File: config.mk
export PLATFORM = sky130hd
export DESIGN_NAME = kl8e_printer
export DESIGN_NICKNAME = d
export VERILOG_FILES = /design/src/rtl/kl8e_printer_pkg.sv /design/src/rtl/kl8e_printer_uart_tx_core.sv /design/src/rtl/kl8e_printer.sv
export SDC_FILE = /design/constraint.sdc
export NUM_CORES = 1
export LEC_CHECK = 0
export CORE_MARGIN = 8
export CORE_UTILIZATION = 46
export DETAILED_ROUTE_END_ITERATION = 8
export PLACE_DENSITY = 0.78
export SYNTH_ARGS = -nofsm -noshare
export SYNTH_HDL_FRONTEND = slang
export SYNTH_HIERARCHICAL = 1
export SYNTH_SLANG_ARGS = --single-unit
export TNS_END_PERCENT = 10
File: constraint.sdc
create_clock -name clk -period 1.8 [get_ports clk]
set_input_delay 0.36 -clock clk [delete_from_list [all_inputs] [get_ports clk]]
set_output_delay 0.36 -clock clk [all_outputs]
set_load 0.05 [all_outputs]
File: src/rtl/kl8e_printer_pkg.sv
// Shared constants for the KL8E console printer: CPU major-state encodings,
// device-04 IOT opcodes and the baud divisor helper.
package kl8e_printer_pkg;

    localparam logic [4:0] STATE_F1 = 5'd1;
    localparam logic [4:0] STATE_F2 = 5'd2;
    localparam logic [4:0] STATE_F3 = 5'd3;

    localparam logic [11:0] IOT_CAF = 12'o6007;
    localparam logic [11:0] IOT_SPF = 12'o6040;
    localparam logic [11:0] IOT_TSF = 12'o6041;
    localparam logic [11:0] IOT_TCF = 12'o6042;
    localparam logic [11:0] IOT_TPC = 12'o6044;
    localparam logic [11:0] IOT_SPI = 12'o6045;
    localparam logic [11:0] IOT_TLS = 12'o6046;

    // Truncated clocks-per-bit, never below 2.
    function automatic int baud_div(input int clock_freq, input int baud);
        int d;
        d = clock_freq / baud;
        return (d < 2) ? 2 : d;
    endfunction

endpackage

File: src/rtl/kl8e_printer_uart_tx_core.sv
// 8N1 serialiser: start bit, eight data bits LSB first, stop bit, each DIV clocks.
//
// state   | meaning
// S_IDLE  | line high, waiting for load
// S_START | driving start bit (0)
// S_DATA  | shifting out data bits, bit_idx 0..7
// S_STOP  | driving stop bit (1); done pulses on its last clock
module kl8e_printer_uart_tx_core #(
    parameter int DIV = 2
) (
    input  logic       clk,
    input  logic       rst_n,
    input  logic       load,
    input  logic [7:0] data,
    output logic       busy,
    output logic       tx,
    output logic       done
);

    localparam int CNT_W = $clog2(DIV);
    localparam logic [CNT_W-1:0] CNT_LAST = CNT_W'(DIV - 1);

    localparam logic [1:0] S_IDLE  = 2'd0;
    localparam logic [1:0] S_START = 2'd1;
    localparam logic [1:0] S_DATA  = 2'd2;
    localparam logic [1:0] S_STOP  = 2'd3;

    logic [1:0]       fsm;
    logic [CNT_W-1:0] cnt;
    logic [2:0]       bit_idx;
    logic [7:0]       shreg;
    logic             cnt_end;

    assign cnt_end = (cnt == CNT_LAST);

    always_ff @(posedge clk or negedge rst_n) begin
        if (!rst_n) begin
            fsm     <= S_IDLE;
            cnt     <= '0;
            bit_idx <= '0;
            shreg   <= '0;
        end else begin
            case (fsm)
                S_IDLE: begin
                    if (load) begin
                        fsm     <= S_START;
                        shreg   <= data;
                        cnt     <= '0;
                        bit_idx <= '0;
                    end
                end
                S_START: begin
                    if (cnt_end) begin
                        fsm <= S_DATA;
                        cnt <= '0;
                    end else begin
                        cnt <= cnt + 1'b1;
                    end
                end
                S_DATA: begin
                    if (cnt_end) begin
                        cnt   <= '0;
                        shreg <= {1'b0, shreg[7:1]};
                        if (bit_idx == 3'd7) begin
                            fsm <= S_STOP;
                        end else begin
                            bit_idx <= bit_idx + 3'd1;
                        end
                    end else begin
                        cnt <= cnt + 1'b1;
                    end
                end
                default: begin
                    if (cnt_end) begin
                        fsm <= S_IDLE;
                        cnt <= '0;
                    end else begin
                        cnt <= cnt + 1'b1;
                    end
                end
            endcase
        end
    end

    always_comb begin
        tx = 1'b1;
        if (fsm == S_START) begin
            tx = 1'b0;
        end else if (fsm == S_DATA) begin
            tx = shreg[0];
        end
    end

    assign busy = (fsm != S_IDLE);
    assign done = (fsm == S_STOP) && cnt_end;

endmodule

File: src/rtl/kl8e_printer.sv
// KL8E console printer (device 04): IOT decode, printer flag, skip and serial TX.
// Optional interrupt enable (6045 SPI, int_req) is built when KL8E_INT_EN is defined.
// Vectors are numbered [11:0]; PDP-8 bit 0 (MSB) is [11], so AC bits 4:11 are ac[7:0].
module kl8e_printer #(
    parameter int CLOCK_FREQ = 50000000,
    parameter int BAUD       = 9600
) (
    input  logic        clk,
    input  logic        reset,
    input  logic [4:0]  state,
    input  logic [11:0] instruction,
    input  logic [11:0] ac,
    output logic        tx,
    output logic        tx_skip,
    output logic        busy,
    output logic        int_req
);
    import kl8e_printer_pkg::*;

    localparam int DIV = baud_div(CLOCK_FREQ, BAUD);

    logic f3;
    logic iot_spf, iot_tcf, iot_tpc, iot_tls, iot_caf;
    logic flag;
    logic frame_done;
    logic unused_ac_hi;

    assign f3      = (state == STATE_F3);
    assign iot_spf = f3 && (instruction == IOT_SPF);
    assign iot_tcf = f3 && (instruction == IOT_TCF);
    assign iot_tpc = f3 && (instruction == IOT_TPC);
    assign iot_tls = f3 && (instruction == IOT_TLS);
    assign iot_caf = f3 && (instruction == IOT_CAF);

    assign unused_ac_hi = ^ac[11:8];

    // The core ignores load while busy, which discards a TPC/TLS mid-frame.
    kl8e_printer_uart_tx_core #(
        .DIV (DIV)
    ) u_tx_core (
        .clk   (clk),
        .rst_n (reset),
        .load  (iot_tpc || iot_tls),
        .data  (ac[7:0]),
        .busy  (busy),
        .tx    (tx),
        .done  (frame_done)
    );

    // A clear on the end-of-frame edge beats the set.
    always_ff @(posedge clk or negedge reset) begin
        if (!reset) begin
            flag <= 1'b0;
        end else if (iot_tcf || iot_tls || iot_caf) begin
            flag <= 1'b0;
        end else if (iot_spf || frame_done) begin
            flag <= 1'b1;
        end
    end

    assign tx_skip = (instruction == IOT_TSF) && flag;

`ifdef KL8E_INT_EN
    logic iot_spi;
    logic ie;

    assign iot_spi = f3 && (instruction == IOT_SPI);

    always_ff @(posedge clk or negedge reset) begin
        if (!reset) begin
            ie      <= 1'b1;
            int_req <= 1'b0;
        end else begin
            if (iot_spi) begin
                ie <= ac[0];
            end else if (iot_caf) begin
                ie <= 1'b1;
            end
            int_req <= flag && ie;
        end
    end
`else
    assign int_req = 1'b0;
`endif

endmodule

==> results of run 1 <==
==> flip-flops by register name (all words and copies together), names as in the netlist <==
name and flops:
u_tx_core/fsm 2, u_tx_core/bit_idx 3, u_tx_core/cnt 13, u_tx_core/shreg 8, flag 1
==> power by group through the flow <==
stage               clock [mW]  combinational [mW]  sequential (mW)
floorplan                    0              0.0163            0.618
global placement             0              0.0993            0.618
detailed placement           0               0.102            0.618
CTS                      0.357               0.105            0.606
global route             0.373               0.113            0.606
finish                   0.339               0.106            0.606
==> metrics by stage <==
stage	cells	power [mW]	cell area [sq um]	hold slack (ns)	setup slack, ns
finish	298	1.05	2610	0.508	-0.0505
global route	298	1.09	2610	0.529	-0.111
CTS	294	1.07	2540	0.499	-0.0179
detailed placement	285	0.720	2350	0.539	-0.619
global placement	285	0.717	2350	0.500	-0.568
floorplan	177	0.635	1730	0.0644	-0.310
==> timing repair <==
item / CTS / global route
hold endpoints to repair: 0 / 0
endpoints found under the setup margin: 23 / 17
pin swaps: 13 / 10
resized for setup: 46 / 11
buffers inserted: 5 / 4
==> placed cells by master, fill, tap and decap left out, types with 7 or more instances in the layout <==
cell type        Yosys  final
buf_4                1     45
dfrtp_1             27     27
nand2_1             15     13
clkdlybuf4s50_1      0     12
dlygate4sd2_1        0      9
nand3_1              8      8
nor2_1              10      7
xnor2_1              7      7
or2_2                7      7
o221a_1              7      7
==> critical path, cell delays in order (launching register included) <==
cell	delay (ns)
dfrtp_1	0.42
ha_4	0.18
nand4b_1	0.17
buf_4	0.20
nor4_4	0.29
mux2_4	0.33
a22o_1	0.17
==> routing by layer <==
layer,vias up,routed length [um]
met1,782,2030
met3,4,253
met4,0,42
met2,55,2650
li1,795,-
met5,-,0
==> layout make-up <==
type / count / area share, %
Clock inverter: 1 / 0.192
Sequential cell: 27 / 25.9
Inverter: 7 / 1.01
Timing Repair Buffer: 79 / 26.4
Tap cell: 48 / 2.30
Multi-Input combinational cell: 133 / 42.6
Clock buffer: 3 / 1.58
==> cell families after synthesis <==
logic type	count (synthesis)	share of synthesized area (%)
and+or+nand+nor	77	28.4
muxes	2	1.31
xor gates and xnor gates	8	4.07
DFF	27	39.3
buffers and inverters	17	4.51
AOI/OAI and AO/OA	38	17.2
adders and majority gates	7	5.09
other	1	0.218
==> worst max path at each step <==
stage                                 to  slack (ns)
floorplan           u_tx_core/bit_idx[1]       -0.31
global placement    u_tx_core/bit_idx[2]       -0.57
detailed placement  u_tx_core/bit_idx[2]       -0.62
CTS                   u_tx_core/shreg[0]       -0.02
global route            u_tx_core/fsm[1]       -0.11
finish              u_tx_core/bit_idx[0]       -0.05
==> results.toml, run 1 <==
[outcome]
status = "complete, but fails checks"
violations = "setup timing"

[global_route]
met1_usage_pct = 18.5
grt_use_met3_pct = 2.45
gr-total-overflow = 0
grt_usage_pct = 16.3
antenna_found_initial = 0
first_global_vias = 1722
grt_busiest_layer = "met2"
grt_max_degree = 28
grtUsageMet2_pct = 30.4
grt_pass1_wl_um = 8090

[synthesis]
synth.area.top_cells = "dfrtp_1, ha_1, o221a_1"
synth_edf_count = 0
yosys.area.top_type = "dfrtp_1"
synth_nets = 215
synthArstFlopShare_pct = 100
avgSynthCellArea_sq_um = 9.72
yosys_warnings = 6
yosysSeqAreaShare_pct = 39.3
yosys.area.top_type_share_pct = 39.3
syn_area_sq_um = 1720
synthFlopType = "dfrtp_1"
synth_common_cells = "dfrtp_1, nand2_1, nor2_1"
syn_inst = 177
synth-seq-cells = 27
synthMostInstantiatedCell = "dfrtp_1"
synthDistinctLibCells = 53

[cts]
clock_latency_ns = 0.27
cts_buffer_depth = 2
clkTransAtPathRegs_ns = 0.09
tritoncts = "yes"
cts_made_buffers = 3
htreeDepth = 1
ctsHoldBuffers = 0
clock_sinks = 27
cts-root-buf = "clkbuf_8"

[power]
pwr-share-comb_pct = 10.1
swShare_pct = 21.7
p_leak_nw = 1.10
internal_power_uw = 823
power.density_nw_per_um2 = 403
switchingPower_uw = 228
vdd_ir_drop_max_v = 0.000354
seqPwrFrac_pct = 57.6
p_clk_share_pct = 32.3

[timing]
post-route-period-util_pct = 103
finalHoldViolations = 0
rsz0062_at_grt = "true"
clock.fmax_ghz = 0.540
maxSlewViolCount = 0
worst_clock_skew_ns = 0.00152
worst_slack_ns = -0.0505
setup_viol = 1
tns_ns = -0.0505
min_period_ns = 1.85

[routing]
vias = 1636
detail-route-antenna-nets = 0
drc = 0
firstDrtPassIters = 4
first_iter_violations = 90
routed_wl_um = 4980
via_per_inst = 5.49
wl_per_cell_um = 16.7

[setup_path]
critPathMaxFanout = 4
r2r_slack_ns = -0.05
critPathLaunch = "u_tx_core/cnt[1]"
r2r-start = "u_tx_core/cnt[1]"
crit_path_end_kind = "register"
start_kind = "register"
r2r_end = "u_tx_core/bit_idx[0]"
setup.worst_path.class = "register to register"
rr_worst_depth = 6
cp_data_required_time_ns = 1.96
arrival_ns = 2.02

[final_layout]
multiInputGateArea_sq_um = 1110
fillCellCount = 273
drive_gt1_share_pct = 37.6
seqCellArea_sq_um = 676
num-nets-final = 289
diodes = 0
syn_to_final_growth_pct = 51.6
utilization_pct = 71.8

[flow_run]
maxCapViolations = 0

[die]
die_x_um = 77.2
dieArea_sq_um = 5950
die_h_um = 77.2
row_count = 22
core_area_sq_um = 3630
start_util_pct = 47.3
io_pins = 35

[placement]
port_buffers = 29
gp_congestion = 0.842
place_hpwl_um = 3480

[min_path]
hold_path.class = "input port to async pin"
Note: power is estimated with default switching activity, not from simulation.
==> inputs of run 2 (changes only) <==
CORE_MARGIN = 2   (was 8)
==> run 2 against run 1 <==
  * The run still ends with setup timing left
  * Sequential share of layout area up 0.40 points
  * Largest cell class unchanged
  * Non-clock buffer count down 2
  * Sequential power barely moved
==> results.toml, run 2 (synthesis results as in run 1) <==
[power]
internal_power_uw = 820
p_leak_nw = 1.08
switchingPower_uw = 245
seqPwrFrac_pct = 56.9
power_mw = 1.06
p_clk_share_pct = 33.9
power.density_nw_per_um2 = 415
swShare_pct = 23.0
pwr-share-comb_pct = 9.1
vdd_ir_drop_max_v = 0.000313

[setup_path]
rr_worst_depth = 5
r2r_end = "u_tx_core/bit_idx[0]"
cp_data_required_time_ns = 1.97
arrival_ns = 2.00
r2r-start = "u_tx_core/cnt[1]"
critPathMaxFanout = 3
critPathLaunch = "instruction[9]"
start_kind = "input port"
setup.worst_path.class = "input port to register"
r2r_slack_ns = -0.02
crit_path_end_kind = "register"

[timing]
worst_slack_ns = -0.0304
maxSlewViolCount = 0
tns_ns = -0.0720
finalHoldViolations = 0
whs_ns = 0.447
post-route-period-util_pct = 102
clock.fmax_ghz = 0.546
min_period_ns = 1.83
worst_clock_skew_ns = 0.0105
rsz0062_at_grt = "true"
setup_viol = 7

[min_path]
hold_path.class = "input port to async pin"

[routing]
vias = 1689
firstDrtPassIters = 4
detail-route-antenna-nets = 0
first_iter_violations = 57
routed_wl_um = 4740
via_per_inst = 5.71
drc = 0
wl_per_cell_um = 16.0

[placement]
gp_congestion = 0.788
place_inst = 283
dpl_worst_slack_ns = -0.688
place_hpwl_um = 3190
placed_cell_area_sq_um = 2330
port_buffers = 29

[cts]
clock_latency_ns = 0.28
tritoncts = "yes"
cts_made_buffers = 3
cts-root-buf = "clkbuf_8"
htreeDepth = 1
cts_buffer_depth = 2
clock_sinks = 27
clkTransAtPathRegs_ns = 0.10

[final_layout]
diodes = 0
largest_register_ffs = 13
utilization_pct = 70.7
top_regs = "u_tx_core/cnt (13), u_tx_core/shreg (8), u_tx_core/bit_idx (3)"
num-nets-final = 287
layout_commonest_cell = "buf_4"
design_area_sq_um = 2570
drive_gt1_share_pct = 38.7
fillCellCount = 275
finalNonFillerCells = 296
regMostFlops = "u_tx_core/cnt"
syn_to_final_growth_pct = 49.3
final_cell_mix = "buf_4, dfrtp_1, nand2_1, clkdlybuf4s50_1, nand3_1"

[die]
die_x_um = 65.2
start_util_pct = 47.3
core_area_sq_um = 3630
row_count = 22
io_pins = 35
die_h_um = 65.2
dieArea_sq_um = 4250

[global_route]
first_global_vias = 1682
grt_usage_pct = 23.2
grt_pass1_wl_um = 7710
gr-total-overflow = 0
grt_max_degree = 28
antenna_found_initial = 0

[flow_run]
maxCapViolations = 0

[outcome]
violations = "setup timing"
status = "complete, but fails checks"
run 2: cell types whose count changed in the layout (fill, tap and decap cells not counted), moves of 4 or more:
| cell | delta |
|---|---|
| or2_4 | +7 |
| dlygate4sd2_1 | -4 |
| clkbuf_2 | +5 |
| or2_2 | -7 |
run 2: power groups by stage:
stage | Combinational (mW) | Sequential (mW) | Clock (mW)
after floorplan | 0.0163 | 0.618 | 0
after global placement | 0.0989 | 0.618 | 0
after detailed placement | 0.100 | 0.618 | 0
final | 0.0974 | 0.606 | 0.361
after global routing | 0.107 | 0.606 | 0.389
after CTS | 0.0962 | 0.606 | 0.366
run 2: how the worst max path moves through the flow:
stage | slack, ns | cells after the start | to
floorplan | -0.31 | 8 | u_tx_core/bit_idx[1]
global placement | -0.67 | 8 | u_tx_core/bit_idx[1]
detailed placement | -0.69 | 8 | u_tx_core/bit_idx[2]
CTS | -0.009 | 4 | u_tx_core/bit_idx[0]
global route | -0.13 | 9 | u_tx_core/fsm[1]
finish | -0.03 | 9 | u_tx_core/fsm[1]
run 2: what timing repair did:
action,4_1_cts,5_1_grt
hold buffers,0,0
gates cloned,1,0
buffers inserted,3,5
gates resized for setup,48,24
endpoints found under the setup margin,26,20
pin swaps,12,9
run 2: layer usage:
metal  global-route usage, %  wire [um]  share of wire [%]
met2                    41.9       2470                 52
met4                    7.03         87                1.8
met1                    29.3       1950                 41
met3                    2.23        232                4.9
met5                       0          0                  0
run 2: worst max-delay path, stage by stage:
cell and delay [ns]:
clkdlybuf4s15_1 0.15, and4bb_1 0.26, nand4_1 0.19, nor2_4 0.20, buf_6 0.12, nand3b_1 0.18, nor2_2 0.15, a31oi_2 0.07
mux2_4 0.33
run 2: layout make-up:
type / count / area [sq um] / share of cell area, %
Clock inverter: 1 / 7.51 / 0.292
Inverter: 7 / 26.3 / 1.02
Timing Repair Buffer: 77 / 648 / 25.2
Sequential cell: 27 / 676 / 26.3
Tap cell: 48 / 60.1 / 2.34
Clock buffer: 3 / 41.3 / 1.61
Multi-Input combinational cell: 133 / 1110 / 43.2
==> RTL edit 1, RTL diff (flow settings as in run 2) <==
Set the parameter `CLOCK_FREQ` to 25000000 (it was 50000000).
--- a/src/rtl/kl8e_printer.sv
+++ b/src/rtl/kl8e_printer.sv
@@ -3,5 +3,5 @@
 // Vectors are numbered [11:0]; PDP-8 bit 0 (MSB) is [11], so AC bits 4:11 are ac[7:0].
 module kl8e_printer #(
-    parameter int CLOCK_FREQ = 50000000,
+    parameter int CLOCK_FREQ = 25000000,
     parameter int BAUD       = 9600
 ) (
Check against the original RTL: same outputs for any inputs over 10 cycles, from zero or initial values and one cycle with reset low; that may be too few to reach the edited logic, so the function may still have changed.
==> RTL edit 1 against run 2 <==
- routed wire length decreased by 9.3%
- cell area decreased by 3.1%
- first-iteration DRC count decreased by 7.0%
- sequential cell count decreased by 1
- worst hold slack got worse by 0.066 ns
- synthesized area decreased by 5.5%
- setup slack improved by 0.038 ns
- largest cell class unchanged
Power is left out: it rests on default switching activity, and per cell area and clock period it moved more than threefold.
==> RTL edit 1: results (changes against run 2) <==
CTS Buf Count 3 (unchanged); Distinct cells, synth 42 (was 53); status completed (was complete, but fails checks); clk slew on worst S/H paths 0.14 ns (was 0.10 ns); global-route wire length before repair 6740 um (was 7710 um); Largest register FFs 12 (was 13); number of synthesized flops with an enable pin 0 (unchanged); port buffer count 29 (unchanged); RD Place Congestion 0.826 (was 0.788); placed cells 263 (was 283); syn nets 200 (was 215); top fanout value on the critical path 4 (was 3); layout cell share with drive strength beyond 1 41.9% (was 38.7%); Slowest-stage cell, CP dfrtp_2 (was mux2_4); 1st-iter DRT viols 53 (was 57); Yosys warning count 6 (unchanged); clk root buf clkbuf_4 (was clkbuf_8); via count 1,544 (was 1,689); initial antenna violation count 0 (unchanged); largest net degree at the start of global routing 27 (was 28); slowest stage delay, CP 0.47 ns (was 0.33 ns); Clock Path Buffers 2 (unchanged); Detailed Routing Iterations Pass 1 4 (unchanged); WP data arrival 1.43 ns (was 2.00 ns); detailed-route wire length per cell 15.3 um (was 16.0 um); R2R cell count 6 (was 5); CP top delay family flip-flops (was simple AND/OR/NAND/NOR gates); biggest regs u_tx_core/cnt (12), u_tx_core/shreg (8), u_tx_core/bit_idx (3) (was u_tx_core/cnt (13), u_tx_core/shreg (8), u_tx_core/bit_idx (3)); clock skew 0.00488 ns (was 0.0105 ns); Worst-Skew Late Latency 0.33 ns (was 0.28 ns); Synth Instances 162 (was 177); # diodes 0 (unchanged); GR Util All Layers 21.2% (was 23.2%); HPWL after detailed placement 2890 um (was 3190 um); final setup vio count 0 (was 7); async set or reset register ratio after synthesis 100% (unchanged); Top FF cell, synth dfrtp_1 (unchanged); final std cells w/o fill 282 (was 296); H-tree depth 1 (unchanged); Min-Delay Path Class input pin to async pin (unchanged); sequential fraction of the synthesis area 40.0% (was 39.3%); top cells by count, synth dfrtp_1, mux2_2, inv_1, nand2_1, a21oi_1 (was dfrtp_1, nand2_1, nor2_1); synth top area cells dfrtp_1, mux2_2, ha_1, inv_1, nand2_1 (was dfrtp_1, ha_1, o221a_1, xnor2_1, nand2_1)
-- RTL edit 1: timing repair --
item                       4_1_cts  5_1_grt
pin swaps                        8       14
setup buffers                    7        8
gates resized for setup         38       28
gates cloned                     0        0
setup endpoints to repair       19       15
-- RTL edit 1: layout make-up --
| class | instances | area, um2 |
|---|---|---|
| inverter | 13 | 48.8 |
| sequential | 26 | 652 |
| multi-input combinational | 119 | 1040 |
| fill | 253 | 873 |
| tap | 46 | 57.6 |
| timing repair buffer | 74 | 653 |
| clock buffer | 4 | 36.3 |
-- RTL edit 1: worst paths after layout --
path	startpoint	endpoint	slack (ns)
worst max-delay path	u_tx_core/fsm[1]$_DFFE_PN0P_	tx	0.007
worst min-delay path	reset	u_tx_core/cnt[2]$_DFFE_PN0N_	0.38
worst max register to register	u_tx_core/cnt[0]$_DFFE_PN0N_	u_tx_core/shreg[2]$_DFFE_PN0P_	0.02
worst min register to register	u_tx_core/bit_idx[0]$_DFFE_PN0P_	u_tx_core/bit_idx[0]$_DFFE_PN0P_	0.52
max in group asynchronous	reset	u_tx_core/fsm[1]$_DFFE_PN0P_	1.15
min in group clk	state[0]	flag$_DFFE_PN0P_	0.46
-- RTL edit 1: through the flow --
step                util (%)  worst slack [ns]  area (um2)  TNS [ns]  hold WS (ns)
floorplan                  -            -0.338        1630     -3.90        0.0644
global placement        65.8            -0.588        2210     -9.26         0.467
detailed placement      65.8            -0.724        2210    -11.96         0.496
CTS                     70.5           -0.0204        2370    -0.126         0.396
global route            74.0           -0.0416        2490    -0.302         0.410
finish                  74.0           0.00726        2490         0         0.381
-- RTL edit 1: cells by family (layout without fill, tap and decap cells) --
family	Yosys count	in the layout	synth area share [%]
AOI/OAI and AO/OA	30	30	12.5
and+or+nand+nor	60	60	23.9
other	1	1	0.231
DFF	26	26	40.0
buffers and inverters	17	91	4.16
xor gates and xnor gates	3	3	1.62
muxes	18	18	12.2
adders and majority gates	7	7	5.39
-- RTL edit 1: layer usage --
| metal | GRT usage (%) | vias to the layer above | part of all wire, % |
|---|---|---|---|
| met5 | 0 | - | 0 |
| met3 | 4.11 | 8 | 6.1 |
| met4 | 6.25 | 0 | 1.3 |
| met2 | 37.0 | 67 | 53 |
| li1 | - | 730 | - |
| met1 | 26.3 | 739 | 39 |
==> RTL edit 2, RTL diff (flow settings as in run 2) <==
Without the edit above. Put a register stage on the output `tx`. The value now appears one clock later. The other outputs are not delayed to match.
--- a/src/rtl/kl8e_printer.sv
+++ b/src/rtl/kl8e_printer.sv
@@ -19,4 +19,6 @@
 
     localparam int DIV = baud_div(CLOCK_FREQ, BAUD);
+
+    logic tx_d;
 
     logic f3;
@@ -44,5 +46,5 @@
         .data  (ac[7:0]),
         .busy  (busy),
-        .tx    (tx),
+        .tx    (tx_d),
         .done  (frame_done)
     );
@@ -84,4 +86,8 @@
 `endif
 
+    always_ff @(posedge clk) begin
+        tx <= tx_d;
+    end
+
 endmodule
 
Behaviour: not the same (Yosys sat finds a counterexample within 4 cycles, from zero or initial values and one cycle with reset low).
==> RTL edit 2 against run 2 <==
- the run still ends with setup timing left
- fmax is 1.4% lower
- cell area grew 1.8%
- cell count is 0.68% higher
- routed wire length rose by 0.51%
- highest routed layer unchanged
- sequential cell count up 1
- power increased by 16%
- global-route usage rose by 1.4 points
- count of clock-buffer cells in the layout unchanged
- synthesized area rose by 1.2%
- largest power group unchanged
- sequential share of layout area up 0.30 points
- setup slack got worse by 0.025 ns
- combinational power grew 7%
- synthesized cell count grew 0.56%
==> RTL edit 2: results (changes against run 2) <==
status complete, but fails checks (unchanged); violated checks setup timing (unchanged); met2 Track Usage GR 45.7% (was 41.9%); via count 1,669 (was 1,689); Post-Route WL 4770 um (was 4740 um); 1st-iter DRT viols 55 (was 57); setup TNS -0.336 ns (was -0.0720 ns); met3 usage in global routing 2.91% (was 2.23%); synth top area cells dfrtp_1, ha_1, o221a_1, xnor2_1, nand2_1 (unchanged); sequential fraction of the synthesis area 40.0% (was 39.3%); top fanout value on the critical path 7 (was 3); async set or reset register ratio after synthesis 96.4% (was 100%); WL met1 1910 um (was 1950 um); global-route wire length before repair 7930 um (was 7710 um); HPWL after detailed placement 3150 um (was 3190 um); Distinct cells, synth 54 (was 53); slowest stage delay, CP 0.59 ns (was 0.33 ns); Layout Nets 289 (was 287); met1 Resource Use GR 28.4% (was 29.3%); WP data arrival 2.03 ns (was 2.00 ns); final worst slack -0.0557 ns (was -0.0304 ns); P&R area growth vs syn 50.3% (was 49.3%); number of global-route vias before repair 1,723 (was 1,682); Slowest-stage cell, CP or4b_4 (was mux2_4); peak supply drop 0.000309 V (was 0.000313 V); Post-CTS Resized 45 (was 48); RD Place Congestion 0.786 (was 0.788); NetSw 0.248 mW (was 0.245 mW); Avg Inst Size Synth 9.78 um2 (was 9.72 um2); met2 WL 2590 um (was 2470 um); core area 3660 um2 (was 3630 um2); clock skew 0.00391 ns (was 0.0105 ns); Post-CTS Setup Inserts 5 (was 3); final setup vio count 9 (was 7); met3 routed WL 193 um (was 232 um)
[RTL edit 2: cell count changes after synthesis]
cell,change
dfxtp_1,+1
[RTL edit 2: per-stage QoR]
step                util (%)  area [um2]
CTS                     70.4        2580
detailed placement      64.5        2360
global route            71.4        2620
finish                  71.4        2620
floorplan                  -        1750
global placement        64.5        2360
[RTL edit 2: kinds of logic after synthesis]
kind of cell | synth area share, %
simple gates | 28.0
compound gates | 17.0
flops | 40.0
buf+inv | 4.46
xor+xnor | 4.03
fa+ha+maj | 5.03
mux | 1.29
other cells | 0.215
[RTL edit 2: final timing paths]
check                                            endpoint  cells past startpoint  slack (ns)                           start
min in group clk                               tx$_DFF_P_                      2        0.54  u_tx_core/shreg[0]$_DFFE_PN0P_
max in group asynchronous   u_tx_core/cnt[11]$_DFFE_PN0N_                      2        1.10                           reset
min reg2reg                                    tx$_DFF_P_                      2        0.54  u_tx_core/shreg[0]$_DFFE_PN0P_
max                        u_tx_core/shreg[6]$_DFFE_PN0P_                      5       -0.06    u_tx_core/cnt[8]$_DFFE_PN0N_
min                         u_tx_core/cnt[10]$_DFFE_PN0N_                      2        0.44                           reset
max reg2reg                u_tx_core/shreg[6]$_DFFE_PN0P_                      5       -0.06    u_tx_core/cnt[8]$_DFFE_PN0N_
[RTL edit 2: final cells by class]
class                      count  area (um2)
inverter                       7        26.3
tap                           48        60.1
fill                         263        1050
timing repair buffer          78         661
clock buffer                   3        41.3
clock inverter                 1        30.0
sequential                    28         696
multi-input combinational    133        1100
[RTL edit 2: power groups by stage]
stage,Clock (mW),Sequential [mW],Combinational [mW]
after global routing,0.537,0.628,0.113
after detailed placement,0,0.641,0.102
after CTS,0.507,0.628,0.103
after floorplan,0,0.641,0.0163
after global placement,0,0.641,0.100
final,0.503,0.628,0.104
